<file path="src/rtl/sensor_arbiter.sv">
// Round-robin arbiter: acknowledges one data_parser at a time and streams its 272-bit record as a byte frame.
// Define SENSOR_ARB_CHECKSUM_EN to append an XOR checksum byte to every frame.
module sensor_arbiter #(
   parameter int NUM_SENSORS = 4,
   parameter int ACK_TIMEOUT = 255
) (
   input  logic                       clk_72MHz,
   input  logic                       rst_n,
   input  logic [NUM_SENSORS-1:0]     sensor_data_avl,
   input  logic [272*NUM_SENSORS-1:0] sensor_iterations,
   output logic [NUM_SENSORS-1:0]     reset_parser,
   output logic [7:0]                 tx_data,
   output logic                       tx_valid,
   input  logic                       tx_ready,
   output logic                       busy,
   output logic                       ack_timeout
);

   localparam logic [5:0] LAST_BYTE = 6'd33;
   localparam logic [7:0] ACK_LIMIT = 8'(ACK_TIMEOUT - 1);
   localparam logic [2:0] LAST_INIT = 3'(NUM_SENSORS - 1);

   typedef enum logic [2:0] {IDLE, ACK, SEND_HDR, SEND_DATA, SEND_CSUM} state_t;

   state_t                 state_q, state_d;
   logic [2:0]             grant_q, grant_d;
   logic [2:0]             last_q, last_d;
   logic [271:0]           data_q, data_d;
   logic [NUM_SENSORS-1:0] rp_q, rp_d;
   logic [7:0]             txd_q, txd_d;
   logic                   txv_q, txv_d;
   logic                   busy_q, busy_d;
   logic                   to_q, to_d;
   logic [7:0]             cnt_q, cnt_d;
   logic [5:0]             idx_q, idx_d;
`ifdef SENSOR_ARB_CHECKSUM_EN
   logic [7:0]             csum_q, csum_d;
`endif

   logic                   found_hi, found_lo, req_found;
   logic [2:0]             sel_hi, sel_lo, req_sel;
   logic [NUM_SENSORS-1:0] req_onehot;
   logic [271:0]           req_slice;
   logic                   avl_g, xfer;

   function automatic logic [7:0] byte_at(input logic [271:0] d, input logic [5:0] i);
      logic [8:0] base;
      base = (9'd33 - {3'b000, i}) * 9'd8;
      return d[base +: 8];
   endfunction

   // Round-robin: first requester above last_grant wins, otherwise the lowest requester at or below it.
   always_comb begin
      found_hi   = 1'b0;
      found_lo   = 1'b0;
      sel_hi     = '0;
      sel_lo     = '0;
      req_onehot = '0;
      req_slice  = '0;
      for (int i = 0; i < NUM_SENSORS; i++) begin
         if (sensor_data_avl[i] && (3'(i) > last_q) && !found_hi) begin
            found_hi = 1'b1;
            sel_hi   = 3'(i);
         end
         if (sensor_data_avl[i] && (3'(i) <= last_q) && !found_lo) begin
            found_lo = 1'b1;
            sel_lo   = 3'(i);
         end
      end
      req_found = found_hi | found_lo;
      req_sel   = found_hi ? sel_hi : sel_lo;
      for (int i = 0; i < NUM_SENSORS; i++) begin
         if (req_sel == 3'(i)) begin
            req_onehot[i] = 1'b1;
            req_slice     = sensor_iterations[272*i +: 272];
         end
      end
   end

   assign avl_g = |(sensor_data_avl & rp_q);
   assign xfer  = txv_q & tx_ready;

   always_comb begin
      state_d = state_q;
      grant_d = grant_q;
      last_d  = last_q;
      data_d  = data_q;
      rp_d    = rp_q;
      txd_d   = txd_q;
      txv_d   = txv_q;
      to_d    = 1'b0;
      cnt_d   = cnt_q;
      idx_d   = idx_q;
`ifdef SENSOR_ARB_CHECKSUM_EN
      csum_d  = csum_q;
`endif
      case (state_q)
         IDLE: begin
            if (req_found) begin
               state_d = ACK;
               grant_d = req_sel;
               last_d  = req_sel;
               data_d  = req_slice;
               rp_d    = req_onehot;
               cnt_d   = '0;
            end
         end
         ACK: begin
            cnt_d = cnt_q + 8'd1;
            if (!avl_g) begin
               rp_d    = '0;
               state_d = SEND_HDR;
            end else if (cnt_q == ACK_LIMIT) begin
               rp_d    = '0;
               to_d    = 1'b1;
               state_d = SEND_HDR;
            end
         end
         SEND_HDR: begin
            // First cycle here loads the header; the next byte follows on the transfer edge.
            if (!txv_q) begin
               txv_d  = 1'b1;
               txd_d  = {4'hA, 1'b0, grant_q};
`ifdef SENSOR_ARB_CHECKSUM_EN
               csum_d = '0;
`endif
            end else if (xfer) begin
               state_d = SEND_DATA;
               idx_d   = '0;
               txd_d   = byte_at(data_q, 6'd0);
`ifdef SENSOR_ARB_CHECKSUM_EN
               csum_d  = csum_q ^ txd_q;
`endif
            end
         end
         SEND_DATA: begin
            if (xfer) begin
               if (idx_q == LAST_BYTE) begin
`ifdef SENSOR_ARB_CHECKSUM_EN
                  state_d = SEND_CSUM;
                  txd_d   = csum_q ^ txd_q;
`else
                  state_d = IDLE;
                  txv_d   = 1'b0;
                  txd_d   = '0;
`endif
               end else begin
                  idx_d  = idx_q + 6'd1;
                  txd_d  = byte_at(data_q, idx_q + 6'd1);
`ifdef SENSOR_ARB_CHECKSUM_EN
                  csum_d = csum_q ^ txd_q;
`endif
               end
            end
         end
`ifdef SENSOR_ARB_CHECKSUM_EN
         SEND_CSUM: begin
            if (xfer) begin
               state_d = IDLE;
               txv_d   = 1'b0;
               txd_d   = '0;
            end
         end
`endif
         default: begin
            state_d = IDLE;
            rp_d    = '0;
            txv_d   = 1'b0;
            txd_d   = '0;
         end
      endcase
      busy_d = (state_d != IDLE);
   end

   always_ff @(posedge clk_72MHz or negedge rst_n) begin
      if (!rst_n) begin
         state_q <= IDLE;
         grant_q <= '0;
         last_q  <= LAST_INIT;
         data_q  <= '0;
         rp_q    <= '0;
         txd_q   <= '0;
         txv_q   <= 1'b0;
         busy_q  <= 1'b0;
         to_q    <= 1'b0;
         cnt_q   <= '0;
         idx_q   <= '0;
`ifdef SENSOR_ARB_CHECKSUM_EN
         csum_q  <= '0;
`endif
      end else begin
         state_q <= state_d;
         grant_q <= grant_d;
         last_q  <= last_d;
         data_q  <= data_d;
         rp_q    <= rp_d;
         txd_q   <= txd_d;
         txv_q   <= txv_d;
         busy_q  <= busy_d;
         to_q    <= to_d;
         cnt_q   <= cnt_d;
         idx_q   <= idx_d;
`ifdef SENSOR_ARB_CHECKSUM_EN
         csum_q  <= csum_d;
`endif
      end
   end

   assign reset_parser = rp_q;
   assign tx_data      = txd_q;
   assign tx_valid     = txv_q;
   assign busy         = busy_q;
   assign ack_timeout  = to_q;

endmodule

</file>
<file path="config.mk">
export PLATFORM = sky130hd
export DESIGN_NAME = sensor_arbiter
export DESIGN_NICKNAME = d
export VERILOG_FILES = /design/src/rtl/sensor_arbiter.sv
export SDC_FILE = /design/constraint.sdc
export NUM_CORES = 1
export LEC_CHECK = 0
export BUFFER_PORTS_ARGS = -buffer_cell sky130_fd_sc_hd__buf_2
export CORE_AREA = 5 5 431 433
export CTS_CLUSTER_DIAMETER = 200
export DETAILED_ROUTE_END_ITERATION = 16
export DIE_AREA = 0 0 436 438
export SYNTH_ARGS = -nofsm -noshare
export SYNTH_HDL_FRONTEND = slang
export SYNTH_SLANG_ARGS = --single-unit
</file>
<file path="constraint.sdc">
create_clock -name clk_72MHz -period 4.8 [get_ports clk_72MHz]
set_input_delay 0 -clock clk_72MHz [delete_from_list [all_inputs] [get_ports clk_72MHz]]
set_output_delay 0 -clock clk_72MHz [all_outputs]
set_load 0.1 [all_outputs]
</file>
# Word-level counts from Yosys, hierarchy flattened
# Index checks and enable logic that the tools add are counted.
[word_totals] output_inout_bits=15 reg_bits=310 inputBits=1095 wordCells=131
[op_classes] order_cmp=8 reduce_logical=34 mux=53 add_sub_neg=3 n_shift=1 bitwise_logic=5 n_eq_ne=16
[ops] operator="$mux 272" n=4
[ops] operator="$shiftx 272x10->8" n=1
[ops] operator="$mux 8" n=5
[ops] operator="$mux 3" n=12
[ops] operator="$mux 6" n=4
[ops] operator="$pmux 8 s3" n=1
[ops] operator="$mux 1" n=19
[ops] operator="$pmux 8 s2" n=1
[ops] operator="$logic_and 1x1->1" n=14
[ops] operator="$eq 3x2->1 const B" n=4
[ops] operator="$mux 4" n=3
[ops] operator="$ne 2x2->1 const B" n=6
[ops] operator="$pmux 3 s4" n=1
[ops] operator="$pmux 4 s3" n=1
[ops] operator="$pmux 6 s2" n=1
[ops] operator="$reduce_and 3->1" n=3
[ops] operator="$add 8x1->8 const B" n=1
[ops] operator="$eq 8x8->1 const B" n=1
[ops] operator="$add 6x1->6 const B" n=1
[ops] operator="$eq 3x1->1 const B" n=2
[ops] operator="$eq 6x6->1 const B" n=1
[ops] operator="$gt 1x3->1 const A" n=2
[ops] operator="$gt 2x3->1 const A" n=2
[ops] operator="$le 1x3->1 const A" n=2
[ops] operator="16 further kinds" n=28

# Longest topological paths before layout
# Gate-level depths: netlist of the first run.
[logic_depth] ltp_word=18 ltp_mapped=12 mapped_depth_nobuf=10

# Worst setup path after synthesis of the first run
# Ideal clock, no wire load.
[synth_path] kind="register to register" start="register idx_q[0]" end="register txd_q[7] (netlist: tx_data[7])" n_path_buf=3 arrival_time_ps=2479 t_required_ps=4705 synth_period_minus_slack_ps=2574 slack_ps=2226 setup_time_ps=95 path_stages_with_launch=13 cell_sequence="dfrtp_1 > ha_1 > xnor2_1 > ha_1 > buf_2 > xnor3_1 > buf_6 > buf_12 > mux2i_1 > mux2_2 > nand2_1 > o21ai_0 > o31ai_1"
[synth_via] elab_chain_len=6 elab_cells_between_ends=7 classes_between="add/sub: 2; eq/ne: 1; shift: 1; mux: 3"
[synth_rtl] element="start: declaration" line="35" source="logic [5:0] idx_q, idx_d;"
[synth_rtl] element="start signal: assignment" line="202" source="idx_q <= idx_d;"
[synth_rtl] element="$add 6x1->6" line="149" source="txd_d = byte_at(data_q, idx_q + 6'd1);"
[synth_rtl] element="$sub 6x6->6" line="48" source="base = (9'd33 - {3'b000, i}) * 9'd8;"
[synth_rtl] element="$shiftx 272x10->8" line="49" source="return d[base +: 8];"
[synth_rtl] element="$mux 8 (*)" line="138" source="if (idx_q == LAST_BYTE) begin"
[synth_rtl] element="$mux 8 (*)" line="137" source="if (xfer) begin"
[synth_rtl] element="$pmux 8 s3 (*)" line="97" source="case (state_q)"
[synth_rtl] element="end signal: assignment" line="197" source="txd_q <= txd_d;"
[synth_rtl] element="end: declaration" line="30" source="logic [7:0] txd_q, txd_d;"
# Every way passes the cells marked *; elsewhere a longest branch is shown, timed or not. The select of a mux whose other input is x is not followed.
# A chain may end at the register's enable or synchronous reset.

# Final worst setup path of the first run
[layout_path] start="register state_q[0]" end="register data_q[8]"
[layout_via] elab_chain_len=2
[layout_rtl] element="start: declaration" line="25" source="state_t state_q, state_d;"
[layout_rtl] element="start signal: assignment" line="192" source="state_q <= state_d;"
[layout_rtl] element="$logic_not 3->1" line="97"
[layout_rtl] element="$reduce_and 2->1 (no line)"
[layout_rtl] element="end signal: assignment" line="195" source="data_q <= data_d;"
[layout_rtl] element="end: declaration" line="28" source="logic [271:0] data_q, data_d;"
# Every way passes these cells.

==> results of run 1 <==
## layout make-up
cell class,count,area (um^2),area share
multi-input combinational,2139,12900,0.349
timing repair buffer,1712,11700,0.316
sequential,308,7710,0.209
tap,2385,2980,0.0809
clock buffer,57,1230,0.0334
clock inverter,24,323,0.00875
antenna,36,90.1,0.00244
inverter,5,18.8,0.000509
## power by group through the flow
| stage | combinational [mW] | clock (mW) | sequential [mW] |
|---|---|---|---|
| global placement | 12.3 | 0 | 5.10 |
| global route | 14.8 | 3.83 | 5.18 |
| finish | 13.7 | 3.60 | 5.05 |
| floorplan | 7.33 | 0 | 4.49 |
| detailed placement | 12.4 | 0 | 5.13 |
| CTS | 13.9 | 3.76 | 5.10 |
## critical path: cells and delay by family, from the launching register on
| kind | cells | cell delay, ns |
|---|---|---|
| compound gates | 2 | 0.29 |
| simple gates | 2 | 1.80 |
| buf+inv | 2 | 1.34 |
| flops | 1 | 0.48 |
## flip-flops by register name, indices dropped and copies added (netlist names)
name / count
ack_timeout: 1
tx_valid: 1
busy: 1
last_q: 2
idx_q: 6
grant_q: 2
tx_data: 8
state_q: 3
reset_parser: 4
cnt_q: 8
data_q: 272
## cell families after synthesis
logic type                 Yosys count
and+or+nand+nor                   1196
AOI/OAI and AO/OA                  829
DFF                                308
buffers and inverters              271
muxes                               96
xor gates and xnor gates            12
adders and majority gates            5
other                                1
## repair_timing
action                                  in CTS  in global routing
hold buffers                               548                  0
hold endpoints to repair                   355                  0
endpoints found under the setup margin       0                  0
## metal layers
layer	vias to the layer above	wire length [um]	global-route usage
met4	60	4670	0.0367
met1	14364	74600	0.227
li1	12826	-	-
met5	-	404	0
met2	1394	81500	0.286
met3	303	15400	0.0506
## stage by stage
stage	total power [mW]	hold WS, ns
2_1_floorplan	11.8	-0.296
3_3_place_gp	17.4	0.0639
3_5_place_dp	17.5	0.0647
4_1_cts	22.8	0.0793
5_1_grt	23.8	0.131
6_report	22.3	0.129
## path summary, 6_finish.rpt
kind                                         from                     endpoint  depth (start not counted)
max in group asynchronous                   rst_n      data_q[109]$_DFFE_PN0P_                          4
min                        sensor_iterations[600]       data_q[56]$_DFFE_PN0P_                          5
min reg2reg                data_q[99]$_DFFE_PN0P_       data_q[99]$_DFFE_PN0P_                          1
min in group asynchronous                   rst_n  reset_parser[0]$_DFFE_PN0P_                          3
max reg2reg                  state_q[0]$_DFF_PN0_        data_q[8]$_DFFE_PN0P_                          6
max                          state_q[0]$_DFF_PN0_        data_q[8]$_DFFE_PN0P_                          6
## cells in the mapped netlist (3+ instances only)
cell type	number
xnor2_1	4
a21oi_1	203
mux4_2	68
o31ai_1	9
buf_2	127
a31oi_1	11
nor3_1	6
nand4_1	4
buf_4	9
a22oi_1	92
buf_1	7
nor2_1	19
and3_1	188
nor4_1	3
a21o_1	189
a311oi_1	180
inv_1	5
mux2_2	13
clkbuf_1	120
o21ai_1	6
o21ai_0	113
and2_0	5
and2_1	4
nand3_1	9
nand2_1	941
a211oi_1	8
nor2b_1	5
dfrtp_1	306
mux2i_1	15
ha_1	5
xor2_1	3
==> results.md, run 1 <==
- Setup CP Type: flip-flop to flip-flop
- DR WL/cell: 26.5 um
- Main synth FF type: dfrtp_1
- Post-Place Setup Slack: 1.22 ns
- Vias/cell: 4.34
- Syn Inst Count: 2,718
- DIE HEIGHT: 438 um
- Top cells by area, synth: dfrtp_1 35%, nand2_1 16%, a311oi_1 7.2%
- Syn Nets: 3,818
- Maximum VDD drop: 572 uV
- Synth warn: 0
- Layout Cells excl Fill: 6,666
- CTS Buffer Depth: 3
- Switching Fraction: 0.478
- H-Tree Depth: 2
- Remaining DRCs: 0
- NetSw: 10.7 mW
- Avg Inst Size Synth: 8.00 um^2
- Setup ws final: 0.726 ns
- Yosys top cell area share: 0.352
- Commonest cells after routing, fill and taps aside: 1,108 x buf_2, 941 x nand2_1, 547 x dlygate4sd3_1, 305 x dfrtp_1, 203 x a21oi_1
- Skew-Pair Late Insertion Delay: 0.62 ns
- Mapped cell area: 0.0218 mm^2
- FILL cells: 20,360
- NumNets Final: 5,310
- Startpoint types: flip-flop
- Layout area overhead: 69.6%
- Mux share of post-synthesis cell area: 0.0840
- WL final: 177,000 um
- Worst-path clk slew: 0.07 ns
- Area after DPL: 0.0298 mm^2
- Status: finished, final reports clean
- Root buf cell: clkbuf_16
- Number of distinct library cells after synthesis: 61
- Fin util: 0.203
- Initial DRT Pass Iterations: 5
- Post-Synth Adder-Cell Area: 0.00288
- Routed Antenna Nets: 0
- I/O pin cnt: 1,110
- Starting DRC count in detailed routing: 2,489
- Post-synth EDFFs: 0
- Crit path capture type: flip-flop
- TritonCTS clock tree: yes
- PortBufs: 1,109
- Die Wd: 436 um
- Setup TNS Final: 0 ns
- Placed insts: 6,001
- Worst-Margin Slew: 1.08 ns
- CP Cell Sequence: or4_4, nor3_4, buf_4, a22oi_1, o21ai_1, dlygate4sd3_1
- Largest stage delay on the critical path: 0.98 ns
- Xor/xnor share of the synthesized area: 0.00736
- Worst Path Max Fanout: 68
- Total Die Area: 0.191 mm^2
- Share of cells above drive strength 1: 0.316
- P_int: 11.6 mW
- CP max-delay cell: nor3_4
- Clock share of power: 0.161
- Fin crit share: 0.849
- Static Leak: 18.2 nW
- Max-slew headroom: 0.276
- Final hold vios: 0
- Initial core utilization: 0.120
- Total CTS buffers: 44
- HP Class: input port to flip-flop
- FFs w/ async S/R, synth: 1.00
- Largest net degree at the start of global routing: 187
- Number of cells upsized or downsized after cts: 0
- Core Rows: 157
- Total Routing Usage GR: 0.174
- Global-route wire length before repair: 235,000 um
- Most common cell after layout, fill and taps aside: buf_2
- Crit path time final: 4.07 ns
- Seq pwr share: 0.226
- Post-route cell area: 0.0369 mm^2
- Worst EP required: 5.35 ns
- Post-Synth Simple-Gate Area: 0.233
- Initial antenna violation count: 124
- Postcts setup bufs: 0
- Maxcap violations: 0
- Power Density: 605 mW/mm^2
- Critical path data arrival time: 4.63 ns
- Largest family of logic cells by synthesized area: compound AO/OA/AOI/OAI gates
- Slew Limit Fails: 0
- Final RePlAce weighted congestion: 1.02
- Final setup violation count: 0
- Combinational group share of total power: 0.613
- Sequential share of the synthesized area: 0.354
- RSZ-0062 raised after global routing: false
- Via count: 28,947
- Final Skew: 0.0390 ns
- Flops & latches, synth: 308
- Post-DP HPWL: 145,000 um
- Fmax: 245 MHz
- CORE AREA: 0.182 mm^2
- Overflow after GRT: 0
- Cell accounting for the most synthesized area: dfrtp_1
- Post-synthesis compound-gate area fraction: 0.261
- Vias in the first global route: 28,617
- CTS sink count: 308
- R2R setup slack: 0.73 ns
(Power assumes the default switching activity.)
==> inputs of run 2 (changes only) <==
--- a/config.mk
+++ b/config.mk
@@ -5,11 +5,12 @@
 export SDC_FILE = /design/constraint.sdc
 export NUM_CORES = 1
 export LEC_CHECK = 0
+export ABC_AREA = 1
 export BUFFER_PORTS_ARGS = -buffer_cell sky130_fd_sc_hd__buf_2
-export CORE_AREA = 5 5 431 433
+export CORE_AREA = 5 5 428 430
 export CTS_CLUSTER_DIAMETER = 200
 export DETAILED_ROUTE_END_ITERATION = 16
-export DIE_AREA = 0 0 436 438
+export DIE_AREA = 0 0 433 435
 export SYNTH_ARGS = -nofsm -noshare
 export SYNTH_HDL_FRONTEND = slang
 export SYNTH_SLANG_ARGS = --single-unit
==> constraint.sdc (replaced) <==
create_clock -name clk_72MHz -period 3.3 [get_ports clk_72MHz]
set_input_delay 0 -clock clk_72MHz [delete_from_list [all_inputs] [get_ports clk_72MHz]]
set_output_delay 0 -clock clk_72MHz [all_outputs]
set_load 0.1 [all_outputs]
==> results.md, run 2 <==
- Status: finished with violations (was finished, final reports clean)
- Failing checks: slew limit
- Skew-Pair Late Insertion Delay: 0.61 ns (was 0.62 ns)
- FF+latch area: 0.00771 mm^2 (unchanged)
- Setup CP Type: flip-flop to flip-flop (unchanged)
- Worst Path Max Fanout: 251 (was 68)
- TritonCTS clock tree: yes (unchanged)
- Pwr Total: 37.0 mW (was 22.3 mW)
- Initial antenna violation count: 143 (was 124)
- Critical path data arrival time: 3.75 ns (was 4.63 ns)
- Final RePlAce weighted congestion: 0.963 (was 1.02)
- Largest family of logic cells by synthesized area: simple AND/OR/NAND/NOR gates (was compound AO/OA/AOI/OAI gates)
- R2R depth: 8 (was 6)
- Commonest cells in the netlist: 1,817 x nand2_1, 621 x nand3_1, 419 x inv_1 (was 941 x nand2_1, 306 x dfrtp_1, 203 x a21oi_1)
- Mux share of post-synthesis cell area: 0 (was 0.0840)
- Crit path time final: 3.26 ns (was 4.07 ns)
- Post-DP HPWL: 150,000 um (was 145,000 um)
- Post-Synth Simple-Gate Area: 0.454 (was 0.233)
- Syn Inst Count: 4,092 (was 2,718)
- Sequential share of the synthesized area: 0.322 (was 0.354)
- HP Class: input port to flip-flop (unchanged)
- Xor/xnor share of the synthesized area: 0.000366 (was 0.00736)
- Power Density: 880 mW/mm^2 (was 605 mW/mm^2)
- NumNets Final: 6,952 (was 5,310)
- Yosys top cell area share: 0.320 (was 0.352)
- Max-slew headroom: -0.472 (was 0.276)
- H-Tree Depth: 2 (unchanged)
- Layout area overhead: 75.7% (was 69.6%)
- Worst-Margin Slew: 2.21 ns (was 1.08 ns)
- Vias/cell: 4.31 (was 4.34)
- Fin util: 0.234 (was 0.203)
- Final setup violation count: 0 (unchanged)
- Post-Synth Adder-Cell Area: 0.00262 (was 0.00288)
- WP buf/inv: 3 (was 2)
- Post-synthesis compound-gate area fraction: 0.103 (was 0.261)
- CORE AREA: 0.179 mm^2 (was 0.182 mm^2)
- Max reg flops: 272 (unchanged)
- Slew Limit Fails: 164 (was 0)
- Synth warn: 0 (unchanged)
- CTS Buffer Depth: 3 (unchanged)
- Maximum VDD drop: 650 uV (was 572 uV)
- CP endpoint: data_q[62]$_DFFE_PN0P_ (was data_q[8]$_DFFE_PN0P_)
- Static Leak: 22.0 nW (was 18.2 nW)
- Post-Place Setup Slack: 0.316 ns (was 1.22 ns)
- Initial DRT Pass Iterations: 8 (was 5)
- PortBufs: 1,109 (unchanged)
- Total Routing Usage GR: 0.193 (was 0.174)
- Starting DRC count in detailed routing: 2,924 (was 2,489)
- Via count: 35,904 (was 28,947)
- CP Cell Sequence: nor2_1, inv_1, nor2_2, nand2_4, buf_12, nand2_1, nand2_1, dlygate4sd3_1 (was or4_4, nor3_4, buf_4, a22oi_1, o21ai_1, dlygate4sd3_1)
- Area after DPL: 0.0324 mm^2 (was 0.0298 mm^2)
- Final hold vios: 0 (unchanged)
- Core Rows: 156 (was 157)
- Die Wd: 433 um (was 436 um)
- Commonest cells after routing, fill and taps aside: 1,813 x nand2_1, 1,108 x buf_2, 777 x dlygate4sd3_1, 621 x nand3_1, 416 x inv_1 (was 1,108 x buf_2, 941 x nand2_1, 547 x dlygate4sd3_1, 305 x dfrtp_1, 203 x a21oi_1)
- Initial core utilization: 0.133 (was 0.120)
- I/O pin cnt: 1,110 (unchanged)
- Fin crit share: 0.989 (was 0.849)
- R2r startpoint: state_q[1]$_DFF_PN0_ (was state_q[0]$_DFF_PN0_)
- Layout Cells excl Fill: 8,328 (was 6,666)
- Total CTS buffers: 43 (was 44)
- Cell accounting for the most synthesized area: dfrtp_1 (unchanged)
- DIE HEIGHT: 435 um (was 438 um)
- CP top delay family: simple AND/OR/NAND/NOR gates (unchanged)
- R2r endpoint: data_q[62]$_DFFE_PN0P_ (was data_q[8]$_DFFE_PN0P_)
- Top cells by area, synth: dfrtp_1 32%, nand2_1 29%, nand3_1 13% (was dfrtp_1 35%, nand2_1 16%, a311oi_1 7.2%)
- Syn Nets: 5,192 (was 3,818)
- Mapped cell area: 0.0239 mm^2 (was 0.0218 mm^2)
- CTS sink count: 308 (unchanged)
- Top reg by flops: data_q (unchanged)
- Remaining DRCs: 0 (unchanged)
- FILL cells: 20,216 (was 20,360)
- Most common cell after layout, fill and taps aside: nand2_1 (was buf_2)
- R2R setup slack: 0.04 ns (was 0.73 ns)
- Avg Inst Size Synth: 5.85 um^2 (was 8.00 um^2)
- Main synth FF type: dfrtp_1 (unchanged)
- Placed insts: 7,393 (was 6,001)
- Multi-input gate area: 0.0135 mm^2 (was 0.0129 mm^2)
- Total Die Area: 0.188 mm^2 (was 0.191 mm^2)
- Post-synth EDFFs: 0 (unchanged)
- Post-route cell area: 0.0420 mm^2 (was 0.0369 mm^2)
- Fmax: 306 MHz (was 245 MHz)
- Vias in the first global route: 36,074 (was 28,617)
- RSZ-0062 raised after global routing: true (was false)
- Largest net degree at the start of global routing: 172 (was 187)
- Hold Slack: 0.0395 ns (was 0.129 ns)
- CP max-delay cell: dlygate4sd3_1 (was nor3_4)
- Global-route wire length before repair: 262,000 um (was 235,000 um)
- Number of distinct library cells after synthesis: 32 (was 61)
- Maxcap violations: 0 (unchanged)
- Worst EP required: 3.79 ns (was 5.35 ns)
- Final Skew: 0.0281 ns (was 0.0390 ns)
- Flops & latches, synth: 308 (unchanged)
- DR WL/cell: 23.0 um (was 26.5 um)
- Crit path capture type: flip-flop (unchanged)
- Share of cells above drive strength 1: 0.234 (was 0.316)
- WP depth: 8 (was 6)
- CP startpoint: state_q[1]$_DFF_PN0_ (was state_q[0]$_DFF_PN0_)
- Routed Antenna Nets: 0 (unchanged)
- Overflow after GRT: 0 (unchanged)
- Critical path's most frequent cell: nand2_1
- WL final: 191,000 um (was 177,000 um)
- Worst-path clk slew: 0.06 ns (was 0.07 ns)
- Startpoint types: flip-flop (unchanged)
- FFs w/ async S/R, synth: 1.00 (unchanged)
- Cell with the most instances after synthesis: nand2_1 (unchanged)
- Root buf cell: clkbuf_16 (unchanged)
- Setup TNS Final: 0 ns (unchanged)
- Setup ws final: 0.0370 ns (was 0.726 ns)
- Largest stage delay on the critical path: 0.56 ns (was 0.98 ns)
==> run 2: report_power, final <==
part	internal [mW]	leakage [nW]	switching (mW)
sequential	5.51	3.84	1.26
combinational	8.38	17.4	16.8
clock	2.93	0.726	2.09
total	16.8	22.0	20.2
==> run 2: cells by family (layout without fill, tap and decap cells) <==
kind of cell,after synthesis,count (layout)
AO/OA/AOI/OAI,481,481
XOR/XNOR,1,1
adder cells (fa/ha/maj),5,5
buffers and inverters,704,2498
flip-flops,308,308
other,1,73
AND/OR/NAND/NOR,2592,2592
==> run 2: final cells by class <==
type / count / share of cell area
clock inverters: 22 / 0.00643
multi-input cells: 3080 / 0.321
repair buffers: 1995 / 0.347
flip-flops and latches: 308 / 0.184
diodes: 72 / 0.00429
well taps: 2370 / 0.0706
clock buffers: 57 / 0.0288
inverters: 424 / 0.0387
==> run 2: metal layers <==
metal  vias up  wire (um)  track usage
met2      1787      88200        0.316
met3       546      14100       0.0412
met4        76      10000       0.0941
li1      16486          -            -
met5         -        444            0
met1     17009      78600        0.240
==> run 2: how the worst min path moves through the flow <==
stage | to | slack (ns) | startpoint | cells past startpoint
floorplan | ack_timeout$_DFF_PN0_ | -0.30 | rst_n | 0
global placement | data_q[32]$_DFFE_PN0P_ | 0.16 | rst_n | 1
detailed placement | data_q[32]$_DFFE_PN0P_ | 0.16 | rst_n | 1
CTS | data_q[40]$_DFFE_PN0P_ | 0.01 | sensor_iterations[584] | 6
global route | data_q[247]$_DFFE_PN0P_ | 0.02 | sensor_iterations[791] | 5
finish | data_q[247]$_DFFE_PN0P_ | 0.04 | sensor_iterations[791] | 5
==> run 2: what timing repair did <==
action / CTS / global route
endpoints found under the setup margin: 0 / 129
setup buffers: 0 / 7
resized for setup: 0 / 18
endpoints found under the hold margin: 377 / 0
hold buffers: 777 / 0
==> run 2: worst register-to-register path, stage by stage (launching register included) <==
cell and delay, ns:
dfrtp_1 0.37, nor2_1 0.20, inv_1 0.12, nor2_2 0.16, nand2_4 0.17, buf_12 0.28, nand2_1 1.22, nand2_1 0.09
dlygate4sd3_1 0.56
